`src/rtl/seg_scan_ctrl.sv`:
```
// Multiplexed 7-segment scan controller: time-slices N_DIG digits, blanks the
// start of each slot against ghosting, and PWM-dims the rest in 16 steps.
module seg_scan_ctrl #(
    parameter int N_DIG     = 4,
    parameter int SCAN_CYC  = 12500,
    parameter int BLANK_CYC = 500
) (
    input  logic                     clk,
    input  logic                     reset_n,
    input  logic                     wr_en,
    input  logic [$clog2(N_DIG)-1:0] wr_idx,
    input  logic [7:0]               wr_data,
    input  logic [3:0]               bright,
    output logic [7:0]               abcdefgh,
    output logic [N_DIG-1:0]         digit,
    output logic                     frame_start
);

    localparam int IDX_W   = $clog2(N_DIG);
    localparam int CNT_W   = $clog2(SCAN_CYC);
    localparam int SUB_CYC = (SCAN_CYC - BLANK_CYC) / 16;
    localparam int POS_W   = (SUB_CYC > 1) ? $clog2(SUB_CYC) : 1;

    localparam logic [CNT_W-1:0] CNT_LAST  = CNT_W'(SCAN_CYC - 1);
    localparam logic [CNT_W-1:0] CNT_BLANK = CNT_W'(BLANK_CYC);
    localparam logic [IDX_W-1:0] IDX_LAST  = IDX_W'(N_DIG - 1);
    localparam logic [POS_W-1:0] POS_LAST  = POS_W'(SUB_CYC - 1);
    localparam logic [IDX_W:0]   IDX_LIMIT = (IDX_W + 1)'(N_DIG);

    typedef enum logic [1:0] {BLANK, ON, OFF} state_t;

    state_t           state;
    state_t           state_nxt;
    logic [CNT_W-1:0] slot_cnt;
    logic [CNT_W-1:0] slot_nxt;
    logic [IDX_W-1:0] idx;
    logic [3:0]       bright_lat;
    logic [3:0]       bright_eff;
    logic [3:0]       sub;
    logic [POS_W-1:0] sub_pos;
    logic             slot_wrap;
    logic             frame_edge;
    logic [7:0]       seg_nxt;
    logic [N_DIG-1:0] digit_nxt;
    logic [7:0]       shadow [N_DIG];
    logic [7:0]       disp   [N_DIG];

    always_ff @(posedge clk or negedge reset_n) begin
        if (!reset_n) begin
            state <= BLANK;
        end else begin
            state <= state_nxt;
        end
    end

    // Next state is decided for the cycle holding slot_nxt; bright_eff lets the
    // brightness sampled this very cycle govern the slot that is just starting.
    always_comb begin
        slot_wrap  = (slot_cnt == CNT_LAST);
        slot_nxt   = slot_wrap ? '0 : slot_cnt + 1'b1;
        frame_edge = (slot_cnt == '0) && (idx == '0);
        bright_eff = (slot_cnt == '0) ? bright : bright_lat;
        state_nxt  = state;
        seg_nxt    = 8'hFF;
        digit_nxt  = '1;
        if (slot_nxt < CNT_BLANK) begin
            state_nxt = BLANK;
        end else if (slot_nxt == CNT_BLANK) begin
            state_nxt = ON;
        end else if (state == ON && sub_pos == POS_LAST && sub == bright_eff) begin
            state_nxt = OFF;
        end
        if (state == ON) begin
            seg_nxt        = ~disp[idx];
            digit_nxt[idx] = 1'b0;
        end
    end

    always_ff @(posedge clk or negedge reset_n) begin
        if (!reset_n) begin
            slot_cnt   <= '0;
            idx        <= '0;
            bright_lat <= '0;
            sub        <= '0;
            sub_pos    <= '0;
        end else begin
            slot_cnt <= slot_nxt;
            if (slot_wrap) begin
                idx <= (idx == IDX_LAST) ? '0 : idx + 1'b1;
            end
            if (slot_cnt == '0) begin
                bright_lat <= bright;
            end
            // Sub-slot position restarts exactly where the active window opens.
            if (slot_nxt == CNT_BLANK) begin
                sub     <= '0;
                sub_pos <= '0;
            end else if (sub_pos == POS_LAST) begin
                sub     <= sub + 1'b1;
                sub_pos <= '0;
            end else begin
                sub_pos <= sub_pos + 1'b1;
            end
        end
    end

    always_ff @(posedge clk or negedge reset_n) begin
        if (!reset_n) begin
            for (int i = 0; i < N_DIG; i++) begin
                shadow[i] <= '0;
                disp[i]   <= '0;
            end
        end else begin
            if (wr_en && ({1'b0, wr_idx} < IDX_LIMIT)) begin
                shadow[wr_idx] <= wr_data;
            end
            if (frame_edge) begin
                for (int i = 0; i < N_DIG; i++) begin
                    disp[i] <= shadow[i];
                end
            end
        end
    end

    always_ff @(posedge clk or negedge reset_n) begin
        if (!reset_n) begin
            abcdefgh    <= 8'hFF;
            digit       <= '1;
            frame_start <= 1'b0;
        end else begin
            abcdefgh    <= seg_nxt;
            digit       <= digit_nxt;
            frame_start <= frame_edge;
        end
    end

endmodule
```
`config.mk`:
```
export PLATFORM = sky130hd
export DESIGN_NAME = seg_scan_ctrl
export DESIGN_NICKNAME = d
export VERILOG_FILES = /design/src/rtl/seg_scan_ctrl.sv
export SDC_FILE = /design/constraint.sdc
export NUM_CORES = 1
export LEC_CHECK = 0
export CAP_MARGIN = 20
export CORE_AREA = 4 4 105 107
export DETAILED_ROUTE_END_ITERATION = 10
export DIE_AREA = 0 0 109 111
export PLACE_DENSITY = 0.65
export SYNTH_ARGS = -nofsm -noshare
export SYNTH_HDL_FRONTEND = slang
export SYNTH_SLANG_ARGS = --single-unit
```
`constraint.sdc`:
```
create_clock -name clk -period 3.2 [get_ports clk]
set_clock_uncertainty 0.15 [all_clocks]
set_input_delay 0.8 -clock clk [delete_from_list [all_inputs] [get_ports clk]]
set_output_delay 0.8 -clock clk [all_outputs]
set_load 0.01 [all_outputs]
```
; Word-level counts from Yosys, hierarchy flattened
; Index checks and enable logic that the tools add are counted.
[totals]
mem_bits_ro = 0
latch_bits = 0
memories = 0
ramBits = 0
regBits = 113
[classes]
n_mul = 0
eq_ne = 6
muxes = 20
n_div = 0
add_sub_neg = 4
n_lt_le_gt_ge = 6
reduce_logical = 9
bitwise = 4
shift = 0
[ops]
columns = op, count
row1 = bitwise mux 32 bit, 1
row2 = 2-to-1 mux 8 bit, 4
row3 = 2-to-1 mux 10 bit, 2
row4 = binary-select mux 8 bit (select 2 bit), 1
row5 = demux 8 bit (select 2 bit), 1
row6 = 2-to-1 mux 4 bit, 4
row7 = "adder 14 x 1 -> 14 bit, second input constant", 1
row8 = "== test 14 bit, second input constant", 1
row9 = "== test 14 x 9 -> 1 bit, second input constant", 1
row10 = zero test 14 bit, 1
row11 = "< comparator 14 x 9 -> 1 bit, second input constant", 1
row12 = 2-to-1 mux 14 bit, 1
row13 = "adder 10 x 1 -> 10 bit, second input constant", 1
row14 = "== test 10 bit, second input constant", 1
row15 = 2-to-1 mux 2 bit, 4
row16 = NOT 8 bit, 1
row17 = "greater-or-equal comparator 3 bit, second input constant", 2
row18 = NOT 2 -> 3 bit, 2
row19 = logical AND 1 bit, 5
row20 = "adder 4 x 1 -> 4 bit, second input constant", 1
row21 = == test 4 bit, 1
row22 = NOT 4 bit, 1
row23 = "< comparator 2 x 3 -> 1 bit, second input constant", 1
row24 = "< comparator 3 x 1 -> 1 bit, second input constant", 1
row25 = other kinds (9), 9

; Longest topological paths before layout
; Gate-level depths: netlist of run 1.
[depth]
depth_word = 7
ltp_mapped = 8
ltp_nobuf = 8

; Worst setup path after synthesis of run 1
; No wires, ideal clock.
[synth_timing]
path_kind = register -> register
start = reg slot_cnt[0]
end = reg sub_pos[2]
synth_period_minus_slack_ps = 2356
path_slack_ps = 844
stages_incl_launch_ff = 9
t_arrival_ps = 2073
setup_time_ps = 133
path_cell_list = dfrtp_1 > ha_1 > and4_1 > and4_1 > buf_2 > nor2_1 > nand4_1 > o31ai_4 > nor2_1
[synth_via]
elab_chain_cells = 4
elab_cells_between_ends = 5
cone_classes = add/sub: 1 / eq/ne: 2 / mux: 2
[synth_rtl]
columns = element, line_no
row1 = "start, declared", 34  ; logic [CNT_W-1:0] slot_cnt;
row2 = "start signal, assigned", 87  ; slot_cnt <= slot_nxt;
row3 = adder 14 x 1 -> 14 bit / == test 14 bit (equally long branches), "60, 59"
row4 = 2-to-1 mux 14 bit *, 60  ; slot_nxt = slot_wrap ? '0 : slot_cnt + 1'b1;
row5 = via slot_nxt[4], 35  ; logic [CNT_W-1:0] slot_nxt;
row6 = == test 14 x 9 -> 1 bit *, 95  ; if (slot_nxt == CNT_BLANK) begin
row7 = 2-to-1 mux 10 bit *, 95
row8 = "end signal, assigned", 102  ; sub_pos <= sub_pos + 1'b1;
row9 = "end, declared", 40  ; logic [POS_W-1:0] sub_pos;
; The timed path passes the listed nets; every way through them passes the cells marked *.
; A chain may end at the register's enable or synchronous reset.

; Worst setup path after layout of run 1
[layout_timing]
start = reg slot_cnt[0]
end = reg sub_pos[4]
[layout_via]
elab_chain_cells = 4
elab_cells_between_ends = 5
cone_classes = add/sub: 1 / eq/ne: 2 / mux: 2
[layout_rtl]
columns = element, line_no
row1 = adder 14 x 1 -> 14 bit / == test 14 bit (equally long branches), "60, 59"
row2 = 2-to-1 mux 14 bit *, 60
row3 = == test 14 x 9 -> 1 bit *, 95
row4 = 2-to-1 mux 10 bit *, 95
; Mark *: on every way between the ends. The rest lies on a longest branch, timed or not.

==> results of run 1 <==
==> flip-flops by register name, summed over array words and instances (netlist names) <==
name and cells:
disp 32, abcdefgh 8, slot_cnt 14, sub 4
digit 4, state 2, bright_lat 4, idx 2
frame_start 1, shadow 32, sub_pos 10
==> metal layers <==
metal | vias to the layer above | part of all wire (%) | global-route usage, %
met2 | 46 | 50 | 26.6
met1 | 1525 | 45 | 21.8
li1 | 1409 | - | -
met4 | 0 | 1.5 | 6.90
met5 | - | 0 | 0
met3 | 10 | 3.8 | 4.43
==> power groups by stage <==
stage	Sequential [uW]	Clock (uW)	Combinational, uW
final	1560	1890	162
after floorplan	1570	0	94.9
after global routing	1570	2000	183
after CTS	1560	1930	168
after detailed placement	1590	0	167
after global placement	1580	0	162
==> logic make-up (layout without fill, tap and decap cells) <==
| kind of cell | count (synthesis) | count (layout) | synth area share [%] |
|---|---|---|---|
| flip-flops | 113 | 113 | 56.9 |
| XOR/XNOR | 24 | 24 | 4.21 |
| buffers and inverters | 22 | 82 | 1.90 |
| AND/OR/NAND/NOR | 106 | 106 | 11.6 |
| multiplexers | 76 | 76 | 18.9 |
| adder cells (fa/ha/maj) | 10 | 10 | 2.51 |
| AO/OA/AOI/OAI | 21 | 21 | 3.98 |
==> Yosys cell counts, types with 2 or more instances <==
library cell,number
nor4_1,2
buf_1,3
nand2_1,30
xnor2_1,9
nand4b_1,3
nand3_1,13
nor2_1,29
xor2_1,15
inv_1,12
and4_1,2
and3_1,3
nand3b_1,2
dfstp_2,12
dfrtp_1,101
mux4_2,8
and2_1,3
nand2b_1,2
nor3b_1,2
mux2_2,67
a21oi_1,3
clkbuf_1,4
ha_1,10
nand4_1,3
o21ai_0,5
==> worst min-delay path by stage <==
stage / slack, ns / endpoint / cells after the start / startpoint
after floorplan: 0.32 / bright_lat[0]$_DFF_PN0_ / 2 / bright_lat[0]$_DFF_PN0_
after global placement: 0.33 / disp[10]$_DFFE_PN0P_ / 1 / shadow[10]$_DFFE_PN0P_
after detailed placement: 0.34 / disp[17]$_DFFE_PN0P_ / 1 / shadow[17]$_DFFE_PN0P_
after CTS: 0.11 / sub[0]$_DFFE_PN0P_ / 1 / reset_n
after global routing: 0.12 / bright_lat[3]$_DFF_PN0_ / 1 / reset_n
final: 0.11 / sub_pos[7]$_DFF_PN0_ / 1 / reset_n
==> area by class of cell <==
cell class / count / area, sq um / area share, %
multi-input combinational: 237 / 2060 / 33.8
timing repair buffer: 38 / 368 / 6.04
inverter: 12 / 45.0 / 0.740
clock buffer: 18 / 428 / 7.03
sequential: 113 / 2840 / 46.7
tap: 136 / 170 / 2.79
clock inverter: 14 / 180 / 2.96
==> per-stage QoR <==
stage	cells	cell area, sq um	hold WS, ns	setup WS, ns
final	568	6090	0.105	0.510
after global routing	568	6090	0.124	0.296
after CTS	568	6090	0.106	0.495
after detailed placement	536	5480	0.336	0.529
after global placement	536	5480	0.332	0.621
after floorplan	372	4990	0.318	0.844
==> results.json, run 1 <==
{
  "grt_pass1_vias": 3202,
  "path_clk_slew_ns": 0.06,
  "synth_top_flop_cell": "dfrtp_1",
  "clock-sinks": 113,
  "slowest_delay_ns": 0.48,
  "maxCapViolCount": 0,
  "drt_first_pass_iters": 5,
  "vias": 2990,
  "async_flop_share_pct": 100,
  "synth_top_area_share_pct": 50.6,
  "worst_pin_slew_ns": 0.581,
  "placement.io_buffers": 29,
  "dieArea_sq_um": 12100,
  "ys_seq_area_share_pct": 56.9,
  "place.gp.congestion": 0.856,
  "synth_warnings": 0,
  "insertion_delay_ns": 0.50,
  "setup_viol": 0,
  "p_int_uw": 2830,
  "synth_fp_nets": 399,
  "cts_tree": "yes",
  "wl_per_cell_um": 15.9,
  "fmax_ghz": 0.372,
  "rsz0062_at_grt": "no",
  "switching_share_pct": 21.5,
  "syn-cell-area_sq_um": 4990,
  "avgSynthCellArea_sq_um": 13.4,
  "r2r_setup_slack_ns": 0.51,
  "pwr-share-comb_pct": 4.5,
  "r2r_start": "slot_cnt[0]$_DFF_PN0_",
  "pwr_density_cell_nw_per_um2": 592,
  "path_delay_family": "compound AO/OA/AOI/OAI gates",
  "vias_per_cell": 5.26,
  "power_frac_seq_pct": 43.3,
  "synth.area.top_cells": "dfrtp_1, mux2_2, dfstp_2",
  "grt_start_max_net_pins": 43,
  "synth_edf_count": 0,
  "cts-resized-gates": 0,
  "layout-drive-gt1-share_pct": 32.2,
  "crit_cells": 7,
  "finalSetupTns_ns": 0,
  "power.share.clock_pct": 52.2,
  "critical_path.cell_chain": "ha_1 > nand4_1 > nor4_2 > a31oi_1 > o311a_1 > o31ai_4 > nor2_1",
  "drc_errors": 0,
  "cp.buffers_inverters": 0,
  "leakage_uw": 0.00266,
  "layout.nets": 446,
  "netlist_instances": 372,
  "critical_path.max_fanout": 8,
  "finalHoldViolCount": 0,
  "final_core_util_pct": 60.1,
  "initial_core_util_pct": 49.3,
  "area_growth_pct": 21.9,
  "ios": 30,
  "numCtsBuffers": 17,
  "clockRootBuffer": "clkbuf_8",
  "first_iter_violations": 91,
  "endpoint_kind": "register",
  "cp-start-kind": "register",
  "wl_um": 9010,
  "grt_overflow": 0,
  "relSlewSlack_pct": 61.1,
  "ctsHoldBuffers": 0,
  "fill_cells": 803,
  "status": "complete, no violations",
  "hold_path.class": "input port to async pin",
  "layout_commonest_cell": "dfrtp_1",
  "die_h_um": 111,
  "cp-endpoint": "sub_pos[4]$_DFF_PN0_",
  "netlist.top_cell.by_area": "dfrtp_1",
  "grt_pass1_wl_um": 15700,
  "cts_buffer_depth": 2,
  "post_cts_buffers": 0,
  "timing.final.crit_share_pct": 84.1,
  "r2r_cells": 7,
  "vdd_ir_drop_max_v": 0.000403,
  "ant_nets": 0,
  "antenna_found_initial": 0,
  "cp.required_ns": 3.42,
  "slowest_stage": "nor4_2",
  "cp_data_arrival_time_ns": 2.91,
  "htreeDepth": 4,
  "timing.rr.end": "sub_pos[4]$_DFF_PN0_",
  "core_area_sq_um": 10100,
  "p_sw_uw": 775,
  "ys_seq_elements": 113,
  "grt_usage_pct": 16.8,
  "rows": 37,
  "drv_slew": 0,
  "final_cell_mix": "dfrtp_1, mux2_2, nand2_1",
  "dp_hpwl_um": 5890,
  "period_minus_slack_ns": 2.69,
  "path_class": "register to register",
  "cp-startpoint": "slot_cnt[0]$_DFF_PN0_",
  "power_uw": 3610,
  "num_antenna_cells": 0,
  "ys_types": 53,
  "die_w_um": 109
}
No activity file was read; power rests on OpenSTA's default activity.
==> run 2: changes to the inputs <==
Clock period 3.2 ns to 2.82 ns, I/O delays scaled along.
==> run 2 against run 1 <==
Compared with the run above:
- via count decreased by 0.50%
- sequential share of layout area about the same
- register-to-register slack got worse by 0.26 ns
- non-clock buffer count increased by 3
- wire length increased by 2.1%
- clock-buffer cell count increased by 1
- critical endpoint is now sub_pos[0]$_DFF_PN0_
- largest power group unchanged
==> results.json, run 2 (same netlist as run 1, synthesis figures left out) <==
{
  "cts_tree": "yes",
  "path_class": "register to register",
  "path_clk_slew_ns": 0.06,
  "drt_first_pass_iters": 4,
  "ctsHoldBuffers": 0,
  "initial_core_util_pct": 49.3,
  "power_uw": 3930,
  "finalHoldViolCount": 0,
  "largest_registers": "disp (32), shadow (32), slot_cnt (14)",
  "dieArea_sq_um": 12100,
  "vias": 2975,
  "die_h_um": 111,
  "cp-start-kind": "register",
  "first_iter_violations": 134,
  "place.gp.congestion": 0.819,
  "status": "complete, no violations",
  "cp-startpoint": "slot_cnt[0]$_DFF_PN0_",
  "ios": 30,
  "layout-drive-gt1-share_pct": 32.2,
  "htreeDepth": 4,
  "leakage_uw": 0.00268,
  "clock-sinks": 113,
  "layout_commonest_cell": "dfrtp_1",
  "vias_per_cell": 5.21,
  "antenna_found_initial": 0,
  "rows": 37,
  "hold_path.class": "input port to async pin",
  "wl_per_cell_um": 16.1,
  "cp.required_ns": 3.06,
  "grt_overflow": 0,
  "endpoint_kind": "register",
  "cp_data_arrival_time_ns": 2.81,
  "finalSetupTns_ns": 0,
  "whs_ns": 0.0373,
  "fmax_ghz": 0.389,
  "area_growth_pct": 21.9,
  "final_core_util_pct": 60.0,
  "period_minus_slack_ns": 2.57,
  "cts_buffer_depth": 2,
  "ant_nets": 0,
  "setup_viol": 0,
  "insertion_delay_ns": 0.51,
  "place_ws_ns": 0.181,
  "drc_errors": 0,
  "die_w_um": 109,
  "rsz0062_at_grt": "no",
  "grt_usage_pct": 17.3,
  "grt_pass1_wl_um": 16100,
  "placement.io_buffers": 29,
  "grt_start_max_net_pins": 51,
  "pwr_density_cell_nw_per_um2": 646,
  "critical_path.max_fanout": 8,
  "drv_slew": 0,
  "wl_um": 9190,
  "num_antenna_cells": 0,
  "clockRootBuffer": "clkbuf_8",
  "worst_pin_slew_ns": 0.556,
  "relSlewSlack_pct": 62.9,
  "layout.nets": 449,
  "vdd_ir_drop_max_v": 0.000523,
  "timing.final.crit_share_pct": 91.0,
  "core_area_sq_um": 10100,
  "numCtsBuffers": 17,
  "final_cell_mix": "dfrtp_1, mux2_2, nand2_1",
  "r2r_start": "slot_cnt[0]$_DFF_PN0_",
  "maxCapViolCount": 0,
  "fin_ws_ns": 0.253,
  "grt_pass1_vias": 3242,
  "dp_hpwl_um": 6020
}
==> run 2: worst paths after layout <==
kind	depth (start not counted)	endpoint	slack [ns]
worst max-delay path	8	sub_pos[0]$_DFF_PN0_	0.25
worst min-delay path	1	disp[6]$_DFFE_PN0P_	0.04
worst max register to register	8	sub_pos[0]$_DFF_PN0_	0.25
worst min register to register	1	shadow[10]$_DFFE_PN0P_	0.35
max in group asynchronous	2	digit[0]$_DFF_PN1_	1.73
min in group clk	1	shadow[10]$_DFFE_PN0P_	0.35
==> run 2: metal layers <==
metal,wire length (um),global-route usage (%),vias up
li1,-,-,1419
met1,4220,22.2,1505
met2,4570,27.6,40
met3,264,5.65,11
met4,137,5.81,0
met5,0,0,-
==> run 2: worst max-delay path, cell delays in order, from the launching register on <==
cell       delay [ns]
dfrtp_1          0.42
ha_1             0.32
nand4_1          0.20
or2_1            0.30
a2111oi_4        0.34
o2111ai_2        0.22
o31ai_4          0.25
buf_4            0.19
nor2_1           0.05
==> run 2: through the flow <==
| stage | cell area, sq um | std cells |
|---|---|---|
| floorplan | 4990 | 372 |
| global placement | 5500 | 537 |
| detailed placement | 5500 | 537 |
| CTS | 6060 | 569 |
| global route | 6090 | 571 |
| finish | 6090 | 571 |
==> run 2: area by class of cell <==
type | instances | area, sq um
fill | 802 | 4050
sequential | 113 | 2840
multi-input combinational | 237 | 2070
clock buffer | 19 | 422
timing repair buffer | 41 | 403
tap | 136 | 170
clock inverter | 13 | 139
inverter | 12 | 45.0
==> run 2: power breakdown <==
part / leakage (uW) / switching [uW] / total [uW] / internal [uW]
clock network: 0.000272 / 725 / 1980 / 1250
logic: 0.000986 / 76.0 / 185 / 109
registers: 0.00142 / 45.0 / 1770 / 1730
==> run 2: what timing repair did <==
| action | in CTS | in global routing |
|---|---|---|
| setup buffers | 0 | 2 |
| endpoints found under the setup margin | 0 | 8 |
| resized for setup | 0 | 1 |
